--- src/rtl/divider_unit_pkg.sv ---
`default_nettype none
// ============================================================================
//  Module   : divider_unit_pkg
//  Brief    : Shared pipeline types and defaults for the iterative divider.
//  Revision : 1.0
// ============================================================================
package divider_unit_pkg;

    localparam int DIV_XLEN = 64;
    localparam int DIV_WLEN = 32;

    typedef enum logic {
        DIVOP = 1'b0,
        MODOP = 1'b1
    } divider_op_t;

    typedef enum logic [1:0] {
        IDLE = 2'd0,
        CALC = 2'd1,
        DONE = 2'd2
    } div_state_t;

endpackage
`default_nettype wire

--- src/rtl/divider_unit.sv ---
`default_nettype none
// ============================================================================
//  Module   : divider_unit
//  Brief    : Radix-2 restoring integer divider, one quotient bit per cycle,
//             with word mode, signed operands and RISC-V style corner cases.
//  Revision : 1.0
// ============================================================================
module divider_unit
    import divider_unit_pkg::*;
#(
    parameter int XLEN = DIV_XLEN,
    parameter int WLEN = DIV_WLEN
) (
    input  logic              clk,
    input  logic              reset,
    input  logic              in_valid,
    output logic              in_ready,
    input  divider_op_t       op,
    input  logic              is_signed,
    input  logic              is_word,
    input  logic [XLEN-1:0]   a,
    input  logic [XLEN-1:0]   b,
    input  logic              flush,
    output logic              out_valid,
    input  logic              out_ready,
    output logic [XLEN-1:0]   result,
    output logic              busy
);

    localparam int c_cnt_w = $clog2(XLEN + 1);
    localparam int c_shift = XLEN - WLEN;

    localparam logic [c_cnt_w-1:0] c_n_x     = c_cnt_w'(XLEN);
    localparam logic [c_cnt_w-1:0] c_n_w     = c_cnt_w'(WLEN);
    localparam logic [c_cnt_w-1:0] c_cnt_one = c_cnt_w'(1);
    localparam logic [XLEN-1:0]    c_min_x   = XLEN'(1) << (XLEN - 1);
    localparam logic [XLEN-1:0]    c_min_w   = ~((XLEN'(1) << (WLEN - 1)) - XLEN'(1));

    // Narrow to the effective width, then widen back to XLEN.
    function automatic logic [XLEN-1:0] extend(input logic [XLEN-1:0] x,
                                               input logic word,
                                               input logic sgn);
        if (!word)
            return x;
        if (sgn)
            return XLEN'($signed(x << c_shift) >>> c_shift);
        return (x << c_shift) >> c_shift;
    endfunction

    div_state_t        r_state;
    logic              r_out_valid;
    logic [XLEN-1:0]   r_result;
    logic [c_cnt_w-1:0] r_cnt;
    divider_op_t       r_op;
    logic              r_signed;
    logic              r_word;
    logic [XLEN-1:0]   r_a;
    logic [XLEN-1:0]   r_b;
    logic [XLEN-1:0]   r_rem;
    logic [XLEN-1:0]   r_quo;

    // Corner-case detection on the request being presented.
    logic [XLEN-1:0]   w_ea;
    logic [XLEN-1:0]   w_eb;
    logic              w_dbz;
    logic              w_ovf;
    logic [XLEN-1:0]   w_spec_sel;
    logic [XLEN-1:0]   w_spec_res;

    assign w_ea       = extend(a, is_word, is_signed);
    assign w_eb       = extend(b, is_word, is_signed);
    assign w_dbz      = (w_eb == '0);
    assign w_ovf      = is_signed && (&w_eb) && (w_ea == (is_word ? c_min_w : c_min_x));
    assign w_spec_sel = (op == MODOP) ? (w_dbz ? w_ea : '0) : (w_dbz ? '1 : w_ea);
    assign w_spec_res = extend(w_spec_sel, is_word, 1'b1);

    // Iteration datapath works on magnitudes of the latched operands.
    logic [XLEN-1:0]   w_la_ext;
    logic [XLEN-1:0]   w_lb_ext;
    logic              w_la_neg;
    logic              w_lb_neg;
    logic [XLEN-1:0]   w_la_mag;
    logic [XLEN-1:0]   w_div;
    logic              w_first;
    logic [XLEN-1:0]   w_dvd;
    logic [XLEN-1:0]   w_rem_cur;
    logic [XLEN:0]     w_trial;
    logic              w_ge;
    logic [XLEN-1:0]   w_rem_nx;
    logic [XLEN-1:0]   w_quo_nx;
    logic [XLEN-1:0]   w_q_fin;
    logic [XLEN-1:0]   w_r_fin;
    logic [XLEN-1:0]   w_fin_sel;
    logic [XLEN-1:0]   w_fin_res;

    assign w_la_ext  = extend(r_a, r_word, r_signed);
    assign w_lb_ext  = extend(r_b, r_word, r_signed);
    assign w_la_neg  = r_signed & w_la_ext[XLEN-1];
    assign w_lb_neg  = r_signed & w_lb_ext[XLEN-1];
    assign w_la_mag  = w_la_neg ? -w_la_ext : w_la_ext;
    assign w_div     = w_lb_neg ? -w_lb_ext : w_lb_ext;

    // The first CALC cycle seeds the shifter with the left-aligned dividend.
    assign w_first   = (r_cnt == (r_word ? c_n_w : c_n_x));
    assign w_dvd     = w_first ? (r_word ? (w_la_mag << c_shift) : w_la_mag) : r_quo;
    assign w_rem_cur = w_first ? '0 : r_rem;

    assign w_trial   = {w_rem_cur, w_dvd[XLEN-1]};
    assign w_ge      = (w_trial >= {1'b0, w_div});
    assign w_rem_nx  = w_ge ? XLEN'(w_trial - {1'b0, w_div}) : w_trial[XLEN-1:0];
    assign w_quo_nx  = {w_dvd[XLEN-2:0], w_ge};

    assign w_q_fin   = (w_la_neg ^ w_lb_neg) ? -w_quo_nx : w_quo_nx;
    assign w_r_fin   = w_la_neg ? -w_rem_nx : w_rem_nx;
    assign w_fin_sel = (r_op == MODOP) ? w_r_fin : w_q_fin;
    assign w_fin_res = extend(w_fin_sel, r_word, 1'b1);

    always_ff @(posedge clk or posedge reset) begin
        if (reset) begin
            r_state     <= IDLE;
            r_out_valid <= 1'b0;
            r_result    <= '0;
            r_cnt       <= '0;
            r_op        <= DIVOP;
            r_signed    <= 1'b0;
            r_word      <= 1'b0;
            r_a         <= '0;
            r_b         <= '0;
            r_rem       <= '0;
            r_quo       <= '0;
        end else if (flush) begin
            r_state     <= IDLE;
            r_out_valid <= 1'b0;
            r_result    <= '0;
        end else begin
            case (r_state)
                IDLE: begin
                    if (in_valid) begin
                        r_op     <= op;
                        r_signed <= is_signed;
                        r_word   <= is_word;
                        r_a      <= a;
                        r_b      <= b;
                        if (w_dbz || w_ovf) begin
                            r_state     <= DONE;
                            r_out_valid <= 1'b1;
                            r_result    <= w_spec_res;
                        end else begin
                            r_state <= CALC;
                            r_cnt   <= is_word ? c_n_w : c_n_x;
                        end
                    end
                end
                CALC: begin
                    r_rem <= w_rem_nx;
                    r_quo <= w_quo_nx;
                    r_cnt <= r_cnt - c_cnt_one;
                    if (r_cnt == c_cnt_one) begin
                        r_state     <= DONE;
                        r_out_valid <= 1'b1;
                        r_result    <= w_fin_res;
                    end
                end
                DONE: begin
                    if (out_ready) begin
                        r_state     <= IDLE;
                        r_out_valid <= 1'b0;
                        r_result    <= '0;
                    end
                end
                default: begin
                    r_state     <= IDLE;
                    r_out_valid <= 1'b0;
                    r_result    <= '0;
                end
            endcase
        end
    end

    assign in_ready  = (r_state == IDLE) && !flush;
    assign busy      = (r_state != IDLE);
    assign out_valid = r_out_valid;
    assign result    = r_result;

endmodule
`default_nettype wire

--- config.mk ---
export PLATFORM = sky130hd
export DESIGN_NAME = divider_unit
export DESIGN_NICKNAME = d
export VERILOG_FILES = /design/src/rtl/divider_unit_pkg.sv /design/src/rtl/divider_unit.sv
export SDC_FILE = /design/constraint.sdc
export NUM_CORES = 2
export LEC_CHECK = 0
export ABC_AREA = 1
export BUFFER_PORTS_ARGS = -buffer_cell sky130_fd_sc_hd__clkbuf_2
export CAP_MARGIN = 20
export CORE_MARGIN = 2
export CORE_UTILIZATION = 40
export CTS_CLUSTER_SIZE = 20
export DETAILED_ROUTE_END_ITERATION = 8
export GPL_ROUTABILITY_DRIVEN = 0
export SETUP_SLACK_MARGIN = 0.1
export SLEW_MARGIN = 40
export SYNTH_ARGS = -nofsm -noshare
export SYNTH_HDL_FRONTEND = slang
export SYNTH_SLANG_ARGS = --single-unit
--- constraint.sdc ---
create_clock -name clk -period 11.59 [get_ports clk]
set_input_delay 0 -clock clk [delete_from_list [all_inputs] [get_ports clk]]
set_output_delay 0 -clock clk [all_outputs]
set_load 0.02 [all_outputs]
Word-level counts from Yosys, hierarchy flattened
Index checks and enable logic that the tools add are counted.
{"block": "word_totals", "word_cells": 110, "out_inout_bits": 67, "ff_bits": 333}
{"block": "classes", "mux": 62, "n_bitwise": 4, "order_cmp": 1, "add_sub_neg": 6, "n_eq_ne": 11, "n_reduce_logical": 15}
{"cell": "$mux 64", "n": 37}
{"cell": "$neg 64->64", "n": 4}
{"cell": "$pmux 64 s3", "n": 1}
{"cell": "$ge 65x64->1", "n": 1}
{"cell": "$eq 64x64->1", "n": 1}
{"cell": "$logic_not 64->1", "n": 1}
{"cell": "$reduce_and 64->1", "n": 1}
{"cell": "$sub 64x64->64", "n": 1}
{"cell": "$mux 63", "n": 1}
{"cell": "$mux 7", "n": 4}
{"cell": "$pmux 7 s2", "n": 1}
{"cell": "$ne 3x3->1 const B", "n": 4}
{"cell": "$mux 1", "n": 11}
{"cell": "$mux 2", "n": 5}
{"cell": "$reduce_and 4->1", "n": 2}
{"cell": "$eq 7x1->1 const B", "n": 1}
{"cell": "$eq 7x7->1", "n": 1}
{"cell": "$sub 7x1->7 const B", "n": 1}
{"cell": "$pmux 2 s3", "n": 1}
{"cell": "$reduce_and 3->1", "n": 2}
{"cell": "$ne 2x2->1 const B", "n": 2}
{"cell": "$reduce_bool 2->1", "n": 2}
{"cell": "$logic_and 1x1->1", "n": 3}
{"cell": "$pmux 1 s3", "n": 1}
{"cell": "9 further kinds", "n": 10}

Longest topological paths before layout
{"block": "depth", "ltp_word": 18, "mapped_depth": 54, "ltp_nobuf": 52}

Worst setup path after synthesis
No wires, ideal clock.
{"block": "synth_path", "path_kind": "register to register", "start": "reg r_b[0]", "end": "reg r_result[30] (netlist: result[30])", "required_ns": 11.473, "path_buffers": 2, "setup_ns": 0.117, "arrival_time_ns": 6.370, "path_stages_with_launch": 47, "setup_slack_ns": 5.103, "cell_sequence": "dfrtp_1 -> inv_1 -> ha_1 -> nor3b_1 -> inv_1 -> nor2_1 -> nand2_1 -> nor4_2 -> nand4_1 -> nor2_1 -> nand4_1 -> nor3_1 -> nand4_1 -> o31ai_1 -> o21ai_1 -> a21oi_1 -> xor2_1 -> ha_1 -> [11 not listed] -> ha_1 -> nand3_1 -> nor2_1 -> nand2_1 -> nor2_2 -> nand2_1 -> nor2_1 -> nand3_1 -> nor2_1 -> nand3_1 -> nor3_2 -> nand2_1 -> nand3_1 -> nand2_1 -> o211ai_1 -> nand2_1 -> nand2_1 -> nand2_1"}
{"block": "synth_between", "elab_chain_len": 16}
{"element": "from (decl)", "line": "divider_unit.sv:58", "text": "logic [XLEN-1:0] r_b;"}
{"element": "from (signal assigned)", "line": "divider_unit.sv:128", "text": "r_b <= '0;"}
{"element": "from (signal assigned)", "line": "divider_unit.sv:143", "text": "r_b <= b;"}
{"element": "$mux 64", "line": "divider_unit.sv:43", "text": "if (!word)"}
{"element": "$mux 64", "line": "divider_unit.sv:45", "text": "if (sgn)"}
{"element": "$mux 64", "line": "divider_unit.sv:47", "text": "return (x << c_shift) >> c_shift;"}
{"element": "$mux 64 *", "line": "divider_unit.sv:45"}
{"element": "$neg 64->64", "line": "divider_unit.sv:101", "text": "assign w_div = w_lb_neg ? -w_lb_ext : w_lb_ext;"}
{"element": "$mux 64 *", "line": "divider_unit.sv:101"}
{"element": "$sub 64x64->64 / $ge 65x64->1 (equally long branches)", "line": "divider_unit.sv:110, divider_unit.sv:109"}
{"element": "$mux 64", "line": "divider_unit.sv:110", "text": "assign w_rem_nx = w_ge ? XLEN'(w_trial - {1'b0, w_div}) : w_trial[XLEN-1:0];"}
{"element": "$neg 64->64", "line": "divider_unit.sv:114", "text": "assign w_r_fin = w_la_neg ? -w_rem_nx : w_rem_nx;"}
{"element": "$mux 64", "line": "divider_unit.sv:114"}
{"element": "$mux 64 *", "line": "divider_unit.sv:115", "text": "assign w_fin_sel = (r_op == MODOP) ? w_r_fin : w_q_fin;"}
{"element": "$mux 64", "line": "divider_unit.sv:47"}
{"element": "$mux 64 *", "line": "divider_unit.sv:45"}
{"element": "$mux 64 *", "line": "divider_unit.sv:158", "text": "if (r_cnt == c_cnt_one) begin"}
{"element": "$pmux 64 s3 *", "line": "divider_unit.sv:136", "text": "case (r_state)"}
{"element": "$mux 64 *", "line": "divider_unit.sv:131", "text": "end else if (flush) begin"}
{"element": "to (signal assigned)", "line": "divider_unit.sv:147", "text": "r_result <= w_spec_res;"}
{"element": "to (signal assigned)", "line": "divider_unit.sv:161", "text": "r_result <= w_fin_res;"}
{"element": "to (decl)", "line": "divider_unit.sv:52", "text": "logic [XLEN-1:0] r_result;"}
Mark *: on every way between the ends. The rest lies on a longest branch, timed or not. The select of a mux whose other input is x is not followed.
A chain may end at the register's enable or synchronous reset.

Worst setup path in the final report
{"block": "layout_path", "start": "reg r_word", "end": "reg r_result[62] (netlist: result[62])"}
{"block": "layout_between", "elab_chain_len": 15}
{"element": "from (decl)", "line": "divider_unit.sv:56", "text": "logic r_word;"}
{"element": "from (signal assigned)", "line": "divider_unit.sv:141", "text": "r_word <= is_word;"}
{"element": "$mux 64", "line": "divider_unit.sv:45"}
{"element": "$neg 64->64 / $and 1x1->1 (equally long branches)", "line": "divider_unit.sv:100, divider_unit.sv:98"}
{"element": "$mux 64", "line": "divider_unit.sv:100", "text": "assign w_la_mag = w_la_neg ? -w_la_ext : w_la_ext;"}
{"element": "$mux 64 (2 in a row)", "line": "divider_unit.sv:105", "text": "assign w_dvd = w_first ? (r_word ? (w_la_mag << c_shift) : w_la_mag) : r_quo;"}
{"element": "$sub 64x64->64 / $ge 65x64->1 (equally long branches)", "line": "divider_unit.sv:110, divider_unit.sv:109"}
{"element": "$mux 64", "line": "divider_unit.sv:110"}
{"element": "$neg 64->64", "line": "divider_unit.sv:114"}
{"element": "$mux 64", "line": "divider_unit.sv:114"}
{"element": "$mux 64", "line": "divider_unit.sv:115"}
{"element": "$mux 64", "line": "divider_unit.sv:47"}
{"element": "$mux 64 *", "line": "divider_unit.sv:45"}
{"element": "$mux 64 *", "line": "divider_unit.sv:158"}
{"element": "$pmux 64 s3 *", "line": "divider_unit.sv:136"}
{"element": "$mux 64 *", "line": "divider_unit.sv:131"}
Marks and branches as above.

==> reports/results.tsv <==
metric	value	unit
synth_flop_cell	dfrtp_1	
hpwl	106000	um
cts_tree	yes	
critPathTopFamily	simple AND/OR/NAND/NOR gates	
path_common_cell	nand2_1	
clock_latency	600	ps
cts_sinks	333	
final_util	46.3	%
final_layout_size_suffix_gt1_share	8.17	%
synthesis.area	32000	um^2
vias	37471	
critPathLaunchType	flop	
max_cap_violations	0	
max-slew-margin-rel	35.3	%
drtIter0Drc	4740	
finalNetCount	5981	
synth_edf_count	0	
initial_core_util	40.5	%
io_pins	203	
cts_buffer_depth	3	
async_reset_ff_share	100	%
critical_path.max_stage_delay	620	ps
status	complete, no violations	
synth_area_leader_cell	dfrtp_1	
grt_start_max_net_pins	119	
crit_path_max_fanout	63	
htreeDepth	2	
post_cts_buffers	0	
totalWireLength	136000	um
dr.pass1.iters	7	
die_area	82400	um^2
rsz0062_at_grt	false	
period_needed	8920	ps
cts.repair.resized	0	
cp_num_buf_inv	5	
grt_pass1_wl	202000	um
yosysMostFrequentCell	nand2_1	
areaGrowthSynthToFinish	14.5	%
n_fill_cell	8627	
rows	103	
syn_area_per_cell	5.76	um^2
core_area	79100	um^2
worstPathArrival	9350	ps
cts.reportedPaths.clkPinSlew	60	ps
drtAntennaViolNets	0	
grt-ovfl-total	0	
setup_violations	0	
io_buffers	202	
min_period_over_period	76.9	%
final_area	36700	um^2
ys_top_cells_by_count	nand2_1 (1943), inv_1 (768), nor2_1 (562)	
drc	0	
place_area	33800	um^2
die_y	287	um
finalMaxSlewViolations	0	
synth_cells	5561	
cp.required	12020	ps
worst_slew_pin_slew	962	ps
crit_type	reg2reg	
synth_nets	5767	
grt_pass1_vias	33124	
slowest_stage	inv_1	
fin_skew	64.4	ps
ys_ff_latch	333	
synth_top_area_share	26.0	%
avgRoutedWirePerCell	19.9	um
antenna_cells	0	
ys_seq_area_share	26.0	%
antenna_found_initial	0	
yosysUniqueCellTypes	64	
tns	0	ps
grt_use_total	32.0	%
yosysWarnings	0	
hold_path.class	in2async	
cts_buffers	41	
viasPerCell	5.47	
clock-root-buffer	clkbuf_16	
fmax	112	MHz
yosys-top-cells-area	dfrtp_1 (26%), nand2_1 (23%), inv_1 (9.0%)	
hold_violations	0	
worst_setup_path_end_kind	flop	
die_w	287	um
-- flip-flops by register name (all words and copies together), names as in the netlist --
register,flops
r_a,64
r_b,64
r_quo,64
r_rem,64
result,64
r_cnt,7
r_state,2
out_valid,1
r_op,1
r_signed,1
r_word,1
-- stage by stage --
stage               instances  setup WS [ps]  hold slack [ps]
finish                   6854           2670             19.0
global route             6854           1950             80.0
CTS                      6852           3010             3.05
detailed placement       6645           3090              198
global placement         6642           3100              198
floorplan                5561           2370              101
-- placed cells by master (no fill, tap or decap), drive strengths merged, types with 5 or more instances in the layout --
cell type       n
nor2          605
o21ai         491
dfrtp         333
and2            7
xnor2          15
o21bai          8
or2            20
ha             69
a21o           11
mux2            8
nor4           33
nand4         114
a31oi          23
o31ai           7
nand3b         22
nor3           57
clkinv         21
nand2        1967
xor2           88
nand3         451
a21oi         189
bufinv          5
clkbuf        254
dlygate4sd3   135
inv           797
buf            34
o211ai          9
-- worst paths after layout --
| kind | cells past startpoint | end | slack, ps | start |
|---|---|---|---|---|
| worst min register to register | 2 | result[23] | 480 | result[23] |
| worst max-delay path | 44 | result[62] | 2670 | r_word |
| worst min-delay path | 3 | r_a[24] | 20 | reset |
| max in group asynchronous | 5 | r_rem[34] | 10260 | reset |
| min in group clk | 4 | r_cnt[1] | 20 | flush |
| worst max register to register | 44 | result[62] | 2670 | r_word |
-- tightest hold or removal path, delay by kind of cell --
| family | cells | cell delay, ps |
|---|---|---|
| buf+inv | 3 | 1060 |
-- cell families after synthesis --
family | share of synthesized area (%)
adder cells (fa/ha/maj) | 2.76
XOR/XNOR | 2.82
buffers and inverters | 12.4
AO/OA/AOI/OAI | 12.5
flip-flops | 26.0
AND/OR/NAND/NOR | 43.3
multiplexers | 0.281
-- final cells by class --
class,count,area [um^2],area share [%]
Multi-Input combinational cell,4221,19800,54.0
Clock inverter,20,274,0.747
Timing Repair Buffer,371,2710,7.38
Sequential cell,333,8340,22.7
Inverter,807,3050,8.32
Tap cell,1050,1310,3.58
Clock buffer,52,1170,3.19
-- what timing repair did --
| item | CTS | global route |
|---|---|---|
| endpoints found under the hold margin | 262 | 0 |
| setup endpoints to repair | 0 | 0 |
| hold buffers | 135 | 0 |
-- routing by layer --
layer	up-vias	track usage, %	part of all wire, %
li1	18014	-	-
met1	17258	47.2	44
met2	1960	47.0	42
met3	239	5.75	11
met4	0	10.1	3.5
met5	-	0	0
Power is left out: the tool's default activity adds up to more than one toggle a clock period on the data nets, which glitch-free logic cannot reach.
